==> src/rtl/uart_rx.sv <==
// rtl/uart_rx.sv - 8N1 UART receiver with mid-bit sampling, ready/read holding register and error pulses
module uart_rx #(
    parameter int SYS_CLK_RATE = 2,
    parameter int BAUD_RATE    = 1
) (
    input  logic       clk,
    input  logic       rst,
    input  logic       rx,
    input  logic       rd_i,
    output logic [7:0] rx_reg,
    output logic       rx_ready,
    output logic       rx_valid,
    output logic       rx_busy,
    output logic       frame_err,
    output logic       overrun
);
    localparam int N  = SYS_CLK_RATE / BAUD_RATE;
    localparam int H  = N / 2;
    localparam int CW = $clog2(N);
    localparam logic [CW-1:0] CNT_LAST = CW'(N - 1);
    localparam logic [CW-1:0] CNT_MID  = CW'(H - 1);

    typedef enum logic [1:0] {IDLE, START, DATA, STOP} state_t;

    state_t        state;
    logic [CW-1:0] cnt;
    logic [2:0]    idx;
    logic [7:0]    shift;
    logic          sync1;
    logic          rx_s;

    always_ff @(posedge clk or negedge rst) begin
        if (!rst) begin
            sync1 <= 1'b1;
            rx_s  <= 1'b1;
        end else begin
            sync1 <= rx;
            rx_s  <= sync1;
        end
    end

    always_ff @(posedge clk or negedge rst) begin
        if (!rst) begin
            state     <= IDLE;
            cnt       <= '0;
            idx       <= 3'd0;
            shift     <= 8'h00;
            rx_reg    <= 8'h00;
            rx_ready  <= 1'b0;
            rx_valid  <= 1'b0;
            rx_busy   <= 1'b0;
            frame_err <= 1'b0;
            overrun   <= 1'b0;
        end else begin
            rx_valid  <= 1'b0;
            frame_err <= 1'b0;
            overrun   <= 1'b0;
            // A good completion below overrides this clear on the same edge.
            if (rd_i)
                rx_ready <= 1'b0;
            case (state)
                IDLE: begin
                    if (!rx_s) begin
                        state   <= START;
                        cnt     <= '0;
                        rx_busy <= 1'b1;
                    end
                end
                START: begin
                    if (cnt == CNT_MID) begin
                        cnt <= '0;
                        if (rx_s) begin
                            state   <= IDLE;
                            rx_busy <= 1'b0;
                        end else begin
                            state <= DATA;
                            idx   <= 3'd0;
                        end
                    end else begin
                        cnt <= cnt + 1'b1;
                    end
                end
                DATA: begin
                    if (cnt == CNT_LAST) begin
                        cnt   <= '0;
                        shift <= {rx_s, shift[7:1]};
                        if (idx == 3'd7)
                            state <= STOP;
                        else
                            idx <= idx + 3'd1;
                    end else begin
                        cnt <= cnt + 1'b1;
                    end
                end
                STOP: begin
                    if (cnt == CNT_LAST) begin
                        cnt     <= '0;
                        state   <= IDLE;
                        rx_busy <= 1'b0;
                        if (rx_s) begin
                            rx_reg   <= shift;
                            rx_valid <= 1'b1;
                            rx_ready <= 1'b1;
                            overrun  <= rx_ready & ~rd_i;
                        end else begin
                            frame_err <= 1'b1;
                        end
                    end else begin
                        cnt <= cnt + 1'b1;
                    end
                end
                default: state <= IDLE;
            endcase
        end
    end
endmodule

==> config.mk <==
export PLATFORM = sky130hd
export DESIGN_NAME = uart_rx
export DESIGN_NICKNAME = d
export VERILOG_FILES = /design/src/rtl/uart_rx.sv
export SDC_FILE = /design/constraint.sdc
export NUM_CORES = 1
export LEC_CHECK = 0
export CORE_MARGIN = 3
export CORE_UTILIZATION = 45
export CTS_CLUSTER_DIAMETER = 60
export CTS_CLUSTER_SIZE = 8
export DETAILED_ROUTE_END_ITERATION = 6
export HOLD_SLACK_MARGIN = 0.05
export PLACE_DENSITY = 0.68
export SYNTH_ARGS = -nofsm -noshare
export SYNTH_HDL_FRONTEND = slang
export SYNTH_SLANG_ARGS = --single-unit
export TNS_END_PERCENT = 50
==> constraint.sdc <==
create_clock -name clk -period 1.75 [get_ports clk]
set_input_delay 0.35 -clock clk [delete_from_list [all_inputs] [get_ports clk]]
set_output_delay 0.35 -clock clk [all_outputs]
set_load 0.05 [all_outputs]
After elaboration in Yosys (flattened, before gate mapping)
Index checks and enable logic that the tools add are counted.
{"block": "word_totals", "wordCells": 71, "output_inout_bits": 13, "regBits": 29}
{"block": "op_classes", "n_eq_ne": 12, "reduce_logical": 9, "n_mux": 34, "add_sub_neg": 2, "bitwise": 2}
{"op": "1-bit 2-to-1 mux", "n": 20}
{"op": "2-bit != test (second input constant)", "n": 8}
{"op": "5-bit AND reduction", "n": 3}
{"op": "2-bit 2-to-1 mux", "n": 6}
{"op": "3-bit 2-to-1 mux", "n": 4}
{"op": "2-bit case mux with 4 select lines", "n": 1}
{"op": "1-bit case mux with 3 select lines", "n": 2}
{"op": "3-bit case mux with 2 select lines", "n": 1}
{"op": "2-bit equality test (second input constant)", "n": 2}
{"op": "3-bit by 1-bit adder with 3-bit output (second input constant)", "n": 1}
{"op": "3-bit equality test (second input constant)", "n": 1}
{"op": "3-bit AND reduction", "n": 1}
{"op": "3-bit nonzero test", "n": 1}
{"op": "2-bit by 1-bit equality test with 1-bit output (second input constant)", "n": 1}
{"op": "2-bit logical NOT", "n": 1}
{"op": "2-bit AND reduction", "n": 1}
{"op": "2-bit nonzero test", "n": 1}
{"op": "2-bit OR reduction", "n": 1}
{"op": "1-bit adder (second input constant)", "n": 1}
{"op": "1-bit bitwise AND", "n": 1}
{"op": "1-bit NOT", "n": 1}

Depth between registers and ports, before layout
Gate-level depths: netlist of run 1.
{"block": "logic_depth", "ltp_word": 5, "ltp_mapped": 5}

Worst setup path after synthesis of run 1
OpenSTA, ideal clock, no wires.
{"block": "synth_path", "path_type": "register to register", "from": "register idx[0]", "to": "register idx[0]", "path_buffers": 0, "slack_ps": 245, "setup_time_ps": 125, "required_ps": 1625, "arrival_time_ps": 1380, "stages_incl_launch_ff": 6, "cell_sequence": "dfrtp_1 > ha_1 > ha_1 > and4bb_4 > a21oi_2 > mux2_4"}
{"block": "synth_via", "elab_chain_len": 4, "word_cells_on_any_way": 7}
{"item": "start, declared", "line": "27", "source": "logic [2:0] idx;"}
{"item": "start signal, assigned", "line": "90", "source": "idx <= idx + 3'd1;"}
{"item": "3-bit by 1-bit adder with 3-bit output", "line": "90"}
{"item": "3-bit 2-to-1 mux", "line": "87", "source": "if (idx == 3'd7)"}
{"item": "3-bit 2-to-1 mux", "line": "84", "source": "if (cnt == CNT_LAST) begin"}
{"item": "3-bit case mux with 2 select lines", "line": "61", "source": "case (state)"}
Parallel ways exist; a longest one is shown, timed or not. The select of a mux whose other input is x is not followed.
A chain may end at the register's enable or synchronous reset.

Final worst setup path of run 1
Ends and elaborated chain as after synthesis.

==> results of run 1 <==
[Yosys cell counts (all sizes together), types with 2 or more instances]
cell type	n	area, um2
dfrtp	27	676
mux2	18	233
buf	4	41.3
nand2	4	15.0
a22o	2	20.0
dfstp	2	52.6
ha	2	25.0
inv	2	7.51
mux2i	2	20.0
nand3b	2	27.5
nor2	2	7.51
[power breakdown]
group          internal, uW  switching, uW  leakage, uW  total, uW
clock                   232            219    0.0000413        451
sequential              920            213     0.000368       1130
combinational           545            592     0.000336       1140
total                  1700           1020     0.000746       2720
[worst max path at each step]
stage / depth (start not counted) / from / end / slack, ps
2_1_floorplan: 5 / idx[0]$_DFFE_PN0P_ / idx[0]$_DFFE_PN0P_ / 250
3_3_place_gp: 5 / idx[0]$_DFFE_PN0P_ / idx[0]$_DFFE_PN0P_ / 220
3_5_place_dp: 5 / idx[0]$_DFFE_PN0P_ / idx[0]$_DFFE_PN0P_ / 150
4_1_cts: 5 / idx[0]$_DFFE_PN0P_ / idx[0]$_DFFE_PN0P_ / 140
5_1_grt: 5 / idx[0]$_DFFE_PN0P_ / idx[0]$_DFFE_PN0P_ / 70
6_report: 5 / idx[0]$_DFFE_PN0P_ / idx[0]$_DFFE_PN0P_ / 150
[placed cells by master (no fill, tap or decap), types with 2 or more instances in the layout]
master,instances
a22o_2,2
buf_4,16
clkbuf_4,5
clkbuf_8,2
clkdlybuf4s50_1,3
dfrtp_1,27
dfstp_2,2
ha_1,2
inv_1,2
mux2_2,10
mux2_4,8
mux2i_1,2
nand2_1,4
nor2_1,2
[metal layers]
layer,global-route usage,vias up,share of wire
met5,0,-,0
met4,0.0695,0,0.028
met3,0.0668,6,0.063
met2,0.174,13,0.46
met1,0.155,313,0.45
li1,-,322,-
[critical path, stage by stage, from the launching register on]
cell and delay [ps]:
dfrtp_1 410, ha_1 210, ha_1 190, and4bb_4 360, a21oi_2 50, mux2_4 270
[final cells by class]
class / count / area (um2) / area share
multi-input combinational: 42 / 437 / 0.305
clock buffer: 7 / 65.1 / 0.0455
sequential: 29 / 728 / 0.509
timing repair buffer: 19 / 150 / 0.105
tap: 30 / 37.5 / 0.0262
inverter: 2 / 7.51 / 0.00525
clock inverter: 1 / 5.00 / 0.00350
[kinds of logic after synthesis]
| kind of cell | count (synthesis) |
|---|---|
| fa+ha+maj | 2 |
| simple gates | 13 |
| flops | 29 |
| compound gates | 7 |
| buf+inv | 6 |
| mux | 20 |
[through the flow]
step / area (um2) / std cells
final: 1430 / 130
after global routing: 1430 / 130
after CTS: 1430 / 130
after detailed placement: 1360 / 122
after global placement: 1360 / 122
after floorplan: 1210 / 77
==> impl_metrics.tcl, run 1 <==
set metrics [dict create \
    worst-path-max-fanout 4 \
    slew_headroom 0.757 \
    cts_tree "done" \
    cts_resized 0 \
    muxShareOfSynthArea 0.208 \
    hpwl_mm 1.24 \
    postLayoutCoreUtil 0.567 \
    final_antenna_net_count 0 \
    power_density_nw_per_um2 1900 \
    drive_gt1_frac 0.510 \
    cts_buffers 5 \
    whs_ps 358 \
    vias 654 \
    placementRows 18 \
    end_kind "flop" \
    place_congestion 0.768 \
    cts_max_path_buffers 2 \
    insertedDiodeCount 0 \
    r2r-start "idx[0]$_DFFE_PN0P_" \
    drc_errors 0 \
    period_share 0.914 \
    cp-start-kind "flop" \
    setup_viol 0 \
    p_leak_uw 0.000746 \
    n_fill_cell 227 \
    initial_core_util 0.481 \
    yosys.cell_types.count 24 \
    critPathKind "flop to flop" \
    cts-root-buf "clkbuf_4" \
    fmax_ghz 0.625 \
    worst_hold_path.num_cells 0 \
    synth_top_family_by_area "multiplexers" \
    wl_mm 1.74 \
    maxCapViolations 0 \
    timing.rr.end "idx[0]$_DFFE_PN0P_" \
    grt_first_pass_wirelength_mm 2.99 \
    ys_seq_elements 29 \
    netlist_area_um2 1210 \
    vdd_drop_max_uv 1260 \
    nets 105 \
    finalCriticalPeriod_ps 1600 \
    power_uw 2720 \
    routedWlPerCell_um 13.4 \
    via_per_inst 5.03 \
    rsz0062_at_grt "false" \
    hold_start "sync1$_DFF_PN1_" \
    portBuffers 16 \
    syn_nets 83 \
    synth_fa_ha_area_frac 0.0206 \
    clk_latency_ps 320 \
    status "completed" \
    min_to "rx_s$_DFF_PN1_" \
    ys_seq_area_frac 0.600 \
    drt_iter0_drc 8 \
    path_clk_slew_ps 90 \
    grt_start_max_net_pins 30 \
    finClkSkew_ps 10.6 \
    cts-hold-fix-buffers 0 \
    synth_edf_count 0 \
    worstRegToRegCells 5 \
    synthArstFlopShare 1.00 \
    die_w_um 57.9 \
    cts.sinks 29 \
    hold_path.class "flop to flop" \
    hold_viol_final 0 \
    maxSlewViolCount 0 \
    core_um2 2520 \
    grt_pass1_vias 649 \
    timing.final.ws_setup_ps 150 \
    synthXorXnorAreaFrac 0 \
    required_ps 1960 \
    dr.pass1.iters 4 \
    synth_simple_gate_area_share 0.0825 \
    r2r_slack_ps 150 \
    yosys_warnings 0 \
    synthFlopType "dfrtp_1" \
    dieArea_um2 3360 \
    syn_to_final_growth_pct 17.8 \
    grt.total_usage 0.125 \
    ioPinCount 17 \
    die_height_um 57.9 \
    worst_pin_slew_ps 365 \
    syn-mean-instance-area_um2 15.8 \
    crit_arrival_ps 1810 \
    setup_tns_ps 0 \
    grt_overflow 0 \
    synth-compound-area-share 0.0485 \
    netlist_instances 77 \
    htreeDepth 2 \
    place_ws_ps 154 \
    postCtsSetupBuffers 0 \
    antenna_found_initial 0 \
]
No activity file was read; power rests on OpenSTA's default activity.
==> inputs of run 2 (changes only) <==
--- a/config.mk
+++ b/config.mk
@@ -12,6 +12,7 @@
 export DETAILED_ROUTE_END_ITERATION = 6
 export HOLD_SLACK_MARGIN = 0.05
 export PLACE_DENSITY = 0.68
+export SKIP_LAST_GASP = 1
 export SYNTH_ARGS = -nofsm -noshare
 export SYNTH_HDL_FRONTEND = slang
 export SYNTH_SLANG_ARGS = --single-unit
==> constraint.sdc (replaced) <==
create_clock -name clk -period 2 [get_ports clk]
set_input_delay 0.4 -clock clk [delete_from_list [all_inputs] [get_ports clk]]
set_output_delay 0.4 -clock clk [all_outputs]
set_load 0.05 [all_outputs]
==> impl_metrics.tcl, run 2 (synthesis gave the netlist of run 1 again) <==
set metrics [dict create \
    power_density_nw_per_um2 1700 \
    maxSlewViolCount 0 \
    placementRows 18 \
    cts_max_path_buffers 2 \
    worst-path-max-fanout 2 \
    cts_resized 0 \
    setup.worst_path.start "rx_reg[7]$_DFFE_PN0P_" \
    multi_input_area_um2 437 \
    via_per_inst 5.18 \
    fin_cells 129 \
    whs_ps 359 \
    post-place-cells 121 \
    setup_viol 0 \
    grt_start_max_net_pins 30 \
    dr.pass1.iters 4 \
    grt_first_pass_wirelength_mm 3.14 \
    ioPinCount 17 \
    hold_path.class "flop to flop" \
    end_kind "primary output" \
    status "completed" \
    drc_errors 0 \
    hpwl_mm 1.27 \
    critPathKind "flop to primary output" \
    maxCapViolations 0 \
    cts_tree "done" \
    rsz0062_at_grt "false" \
    grt_overflow 0 \
    n_fill_cell 209 \
    insertedDiodeCount 0 \
    finalCriticalPeriod_ps 1900 \
    path_clk_slew_ps 100 \
    wl_mm 1.80 \
    die_w_um 57.9 \
    vias 668 \
    finClkSkew_ps 14.2 \
    routedWlPerCell_um 13.9 \
    crit_arrival_ps 1500 \
    dieArea_um2 3360 \
    drive_gt1_frac 0.364 \
    fmax_ghz 0.526 \
    critPathTopFamily "buffers and inverters" \
    hold_start "sync1$_DFF_PN1_" \
    max_stage_delay_ps 810 \
    r2r-start "idx[0]$_DFFE_PN0P_" \
    final_cell_mix "dfrtp_1, clkdlybuf4s50_1, mux2_2" \
    crit_path_cell_trace "clkdlybuf4s50_1" \
    die_height_um 57.9 \
    grt_pass1_vias 684 \
    clk_latency_ps 320 \
    final_common_cell "dfrtp_1" \
    antenna_found_initial 0 \
    cts.sinks 29 \
    initial_core_util 0.481 \
    syn_to_final_growth_pct 21.1 \
    hold_viol_final 0 \
    cts_buffers 5 \
    grt.total_usage 0.129 \
    portBuffers 16 \
    worst_pin_slew_ps 499 \
    period_share 0.950 \
    slew_headroom 0.667 \
    vdd_drop_max_uv 1150 \
    cts-root-buf "clkbuf_4" \
    worst_path_max_delay_cell "clkdlybuf4s50_1" \
    cp-start-kind "flop" \
    final_antenna_net_count 0 \
    core_um2 2520 \
    required_ps 1600 \
    drt_iter0_drc 8 \
    htreeDepth 2 \
    crit_buf_inv 1 \
    setup_tns_ps 0 \
    cts-hold-fix-buffers 0 \
    postCtsSetupBuffers 0 \
    regArea_um2 728 \
    p_leak_uw 0.000723 \
    nets 104 \
    place_congestion 0.642 \
]
-- run 2: cell types whose count changed in the layout (fill, tap and decap cells not counted), sizes merged --
cell           before  now
buf                16    2
clkdlybuf4s50       3   16
bufinv              0    1
clkinv              1    0
-- run 2: per-layer routing --
| layer | track usage | wire, um | vias up | part of all wire |
|---|---|---|---|---|
| met5 | 0 | 0 | - | 0 |
| li1 | - | - | 313 | - |
| met1 | 0.165 | 820 | 336 | 0.46 |
| met2 | 0.189 | 856 | 14 | 0.48 |
| met3 | 0.0490 | 95 | 5 | 0.053 |
| met4 | 0.0695 | 25 | 0 | 0.014 |
-- run 2: cell type report --
class                   instances  area share
flip-flops and latches         29       0.495
repair buffers                 18       0.119
well taps                      30      0.0255
clock inverters                 1      0.0204
clock buffers                   7      0.0374
inverters                       2     0.00511
multi-input cells              42       0.297
-- run 2: path summary, 6_finish.rpt --
check / end / slack, ps / cells past startpoint
max: rx_reg[7] / 100 / 1
min: rx_s$_DFF_PN1_ / 360 / 0
max reg2reg: idx[0]$_DFFE_PN0P_ / 400 / 5
min reg2reg: rx_s$_DFF_PN1_ / 360 / 0
max in group asynchronous: sync1$_DFF_PN1_ / 1220 / 2
min in group asynchronous: rx_reg[1]$_DFFE_PN0P_ / 450 / 2
-- run 2: through the flow --
| stage | setup slack, ps | total power, uW | util | instance area (um2) |
|---|---|---|---|---|
| global placement | 451 | 2010 | 0.549 | 1390 |
| floorplan | 495 | 1790 | - | 1210 |
| detailed placement | 415 | 2040 | 0.549 | 1390 |
| CTS | 74.5 | 2540 | 0.583 | 1470 |
| finish | 100 | 2500 | 0.583 | 1470 |
| global route | 29.1 | 2660 | 0.583 | 1470 |
-- run 2: power by group --
group          switching (uW)  internal, uW
clock                     186           299
sequential                176           806
combinational             532           504
total                     894          1610
==> inputs of run 3 (changes only) <==
--- a/config.mk
+++ b/config.mk
@@ -5,13 +5,15 @@
 export SDC_FILE = /design/constraint.sdc
 export NUM_CORES = 1
 export LEC_CHECK = 0
+export CELL_PAD_IN_SITES_DETAIL_PLACEMENT = 2
+export CELL_PAD_IN_SITES_GLOBAL_PLACEMENT = 2
 export CORE_MARGIN = 3
-export CORE_UTILIZATION = 45
+export CORE_UTILIZATION = 40
 export CTS_CLUSTER_DIAMETER = 60
 export CTS_CLUSTER_SIZE = 8
 export DETAILED_ROUTE_END_ITERATION = 6
 export HOLD_SLACK_MARGIN = 0.05
-export PLACE_DENSITY = 0.68
+export PLACE_DENSITY_LB_ADDON = 0.1
 export SKIP_LAST_GASP = 1
 export SYNTH_ARGS = -nofsm -noshare
 export SYNTH_HDL_FRONTEND = slang
==> constraint.sdc (replaced) <==
create_clock -name clk -period 2 [get_ports clk]
set_input_delay 0.3 -clock clk [delete_from_list [all_inputs] [get_ports clk]]
set_output_delay 0.3 -clock clk [all_outputs]
set_load 0.05 [all_outputs]
==> impl_metrics.tcl, run 3 (synthesis gave the netlist of run 1 again) <==
set metrics [dict create \
    status "completed" \
    dr.pass1.iters 6 \
    grt_overflow 0 \
    antenna_found_initial 0 \
    finalCriticalPeriod_ps 1800 \
    path_clk_slew_ps 100 \
    die_height_um 61.1 \
    critPathTopFamily "buffers and inverters" \
    worst-path-max-fanout 2 \
    crit_path_cell_trace "clkdlybuf4s50_1" \
    vdd_drop_max_uv 732 \
    critPathKind "flop to primary output" \
    htreeDepth 2 \
    postLayoutCoreUtil 0.515 \
    grt_pass1_vias 728 \
    hold_viol_final 0 \
    grt.total_usage 0.144 \
    end_kind "primary output" \
    clk_latency_ps 330 \
    cts_buffers 5 \
    setup_viol 0 \
    drc_errors 0 \
    rsz0062_at_grt "false" \
    placementRows 19 \
    dieArea_um2 3730 \
    wl_mm 2.13 \
    portBuffers 16 \
    die_w_um 61.1 \
    cts_tree "done" \
    finClkSkew_ps 13.2 \
    final_common_cell "dfrtp_1" \
    timing.final.ws_setup_ps 202 \
    hpwl_mm 1.42 \
    ioPinCount 17 \
    period_share 0.899 \
    grt_first_pass_wirelength_mm 3.68 \
    max_stage_delay_ps 810 \
    setup_tns_ps 0 \
    n_fill_cell 275 \
    final_antenna_net_count 0 \
    crit_buf_inv 1 \
    via_per_inst 5.26 \
    required_ps 1700 \
    power_density_nw_per_um2 1670 \
    cts-hold-fix-buffers 0 \
    crit_arrival_ps 1500 \
    cp-start-kind "flop" \
    cts-root-buf "clkbuf_4" \
    nets 104 \
    cts_resized 0 \
    maxCapViolations 0 \
    maxSlewViolCount 0 \
    drt_iter0_drc 17 \
    worst_pin_slew_ps 496 \
    vias 684 \
    initial_core_util 0.429 \
    core_um2 2830 \
    grt_start_max_net_pins 30 \
    cts_max_path_buffers 2 \
    drive_gt1_frac 0.374 \
    fmax_ghz 0.556 \
    syn_to_final_growth_pct 20.0 \
    slew_headroom 0.668 \
    worst_path_max_delay_cell "clkdlybuf4s50_1" \
    routedWlPerCell_um 16.4 \
    p_leak_uw 0.000719 \
    place_ws_ps 411 \
    insertedDiodeCount 0 \
    final_cell_mix "dfrtp_1, clkdlybuf4s50_1, mux2_2" \
    cts.sinks 29 \
    place_congestion 0.621 \
    postCtsSetupBuffers 0 \
    hold_path.class "input port to asynchronous set/reset pin" \
]
## run 3: layout make-up
type | count | area, um2 | area share
clock inverter | 1 | 5.00 | 0.00344
tap | 31 | 38.8 | 0.0266
multi-input combinational | 42 | 437 | 0.300
inverter | 2 | 7.51 | 0.00515
sequential | 29 | 728 | 0.500
clock buffer | 7 | 65.1 | 0.0447
timing repair buffer | 18 | 175 | 0.120
## run 3: worst paths after layout
path | startpoint | endpoint | slack [ps] | depth (start not counted)
max reg2reg | idx[0]$_DFFE_PN0P_ | idx[0]$_DFFE_PN0P_ | 400 | 5
max | rx_ready$_DFF_PN0_ | rx_ready | 200 | 1
min reg2reg | sync1$_DFF_PN1_ | rx_s$_DFF_PN1_ | 360 | 0
max in group asynchronous | rst | sync1$_DFF_PN1_ | 1330 | 2
min | rst | rx_reg[1]$_DFFE_PN0P_ | 350 | 2
min in group clk | sync1$_DFF_PN1_ | rx_s$_DFF_PN1_ | 360 | 0
## run 3: routing by layer
layer | routed length, um | vias to the layer above | global-route usage
met4 | 28 | 0 | 0.0650
met5 | 0 | - | 0
met3 | 115 | 2 | 0.0629
met1 | 998 | 348 | 0.199
met2 | 988 | 18 | 0.193
li1 | - | 316 | -
## run 3: stage by stage
stage                     power, uW  std cells  hold slack, ps  instance area, um2
after CTS                      2480        130             357                1460
after detailed placement       2060        122             349                1390
after global placement         2010        122             350                1390
final                          2430        130             352                1460
after global routing           2610        130             367                1460
after floorplan                1790         77            4.41                1210
## run 3: power breakdown
group / internal (uW) / leakage (uW) / switching, uW
Clock: 204 / 0.0000413 / 200
Combinational: 495 / 0.000309 / 524
Sequential: 805 / 0.000368 / 207
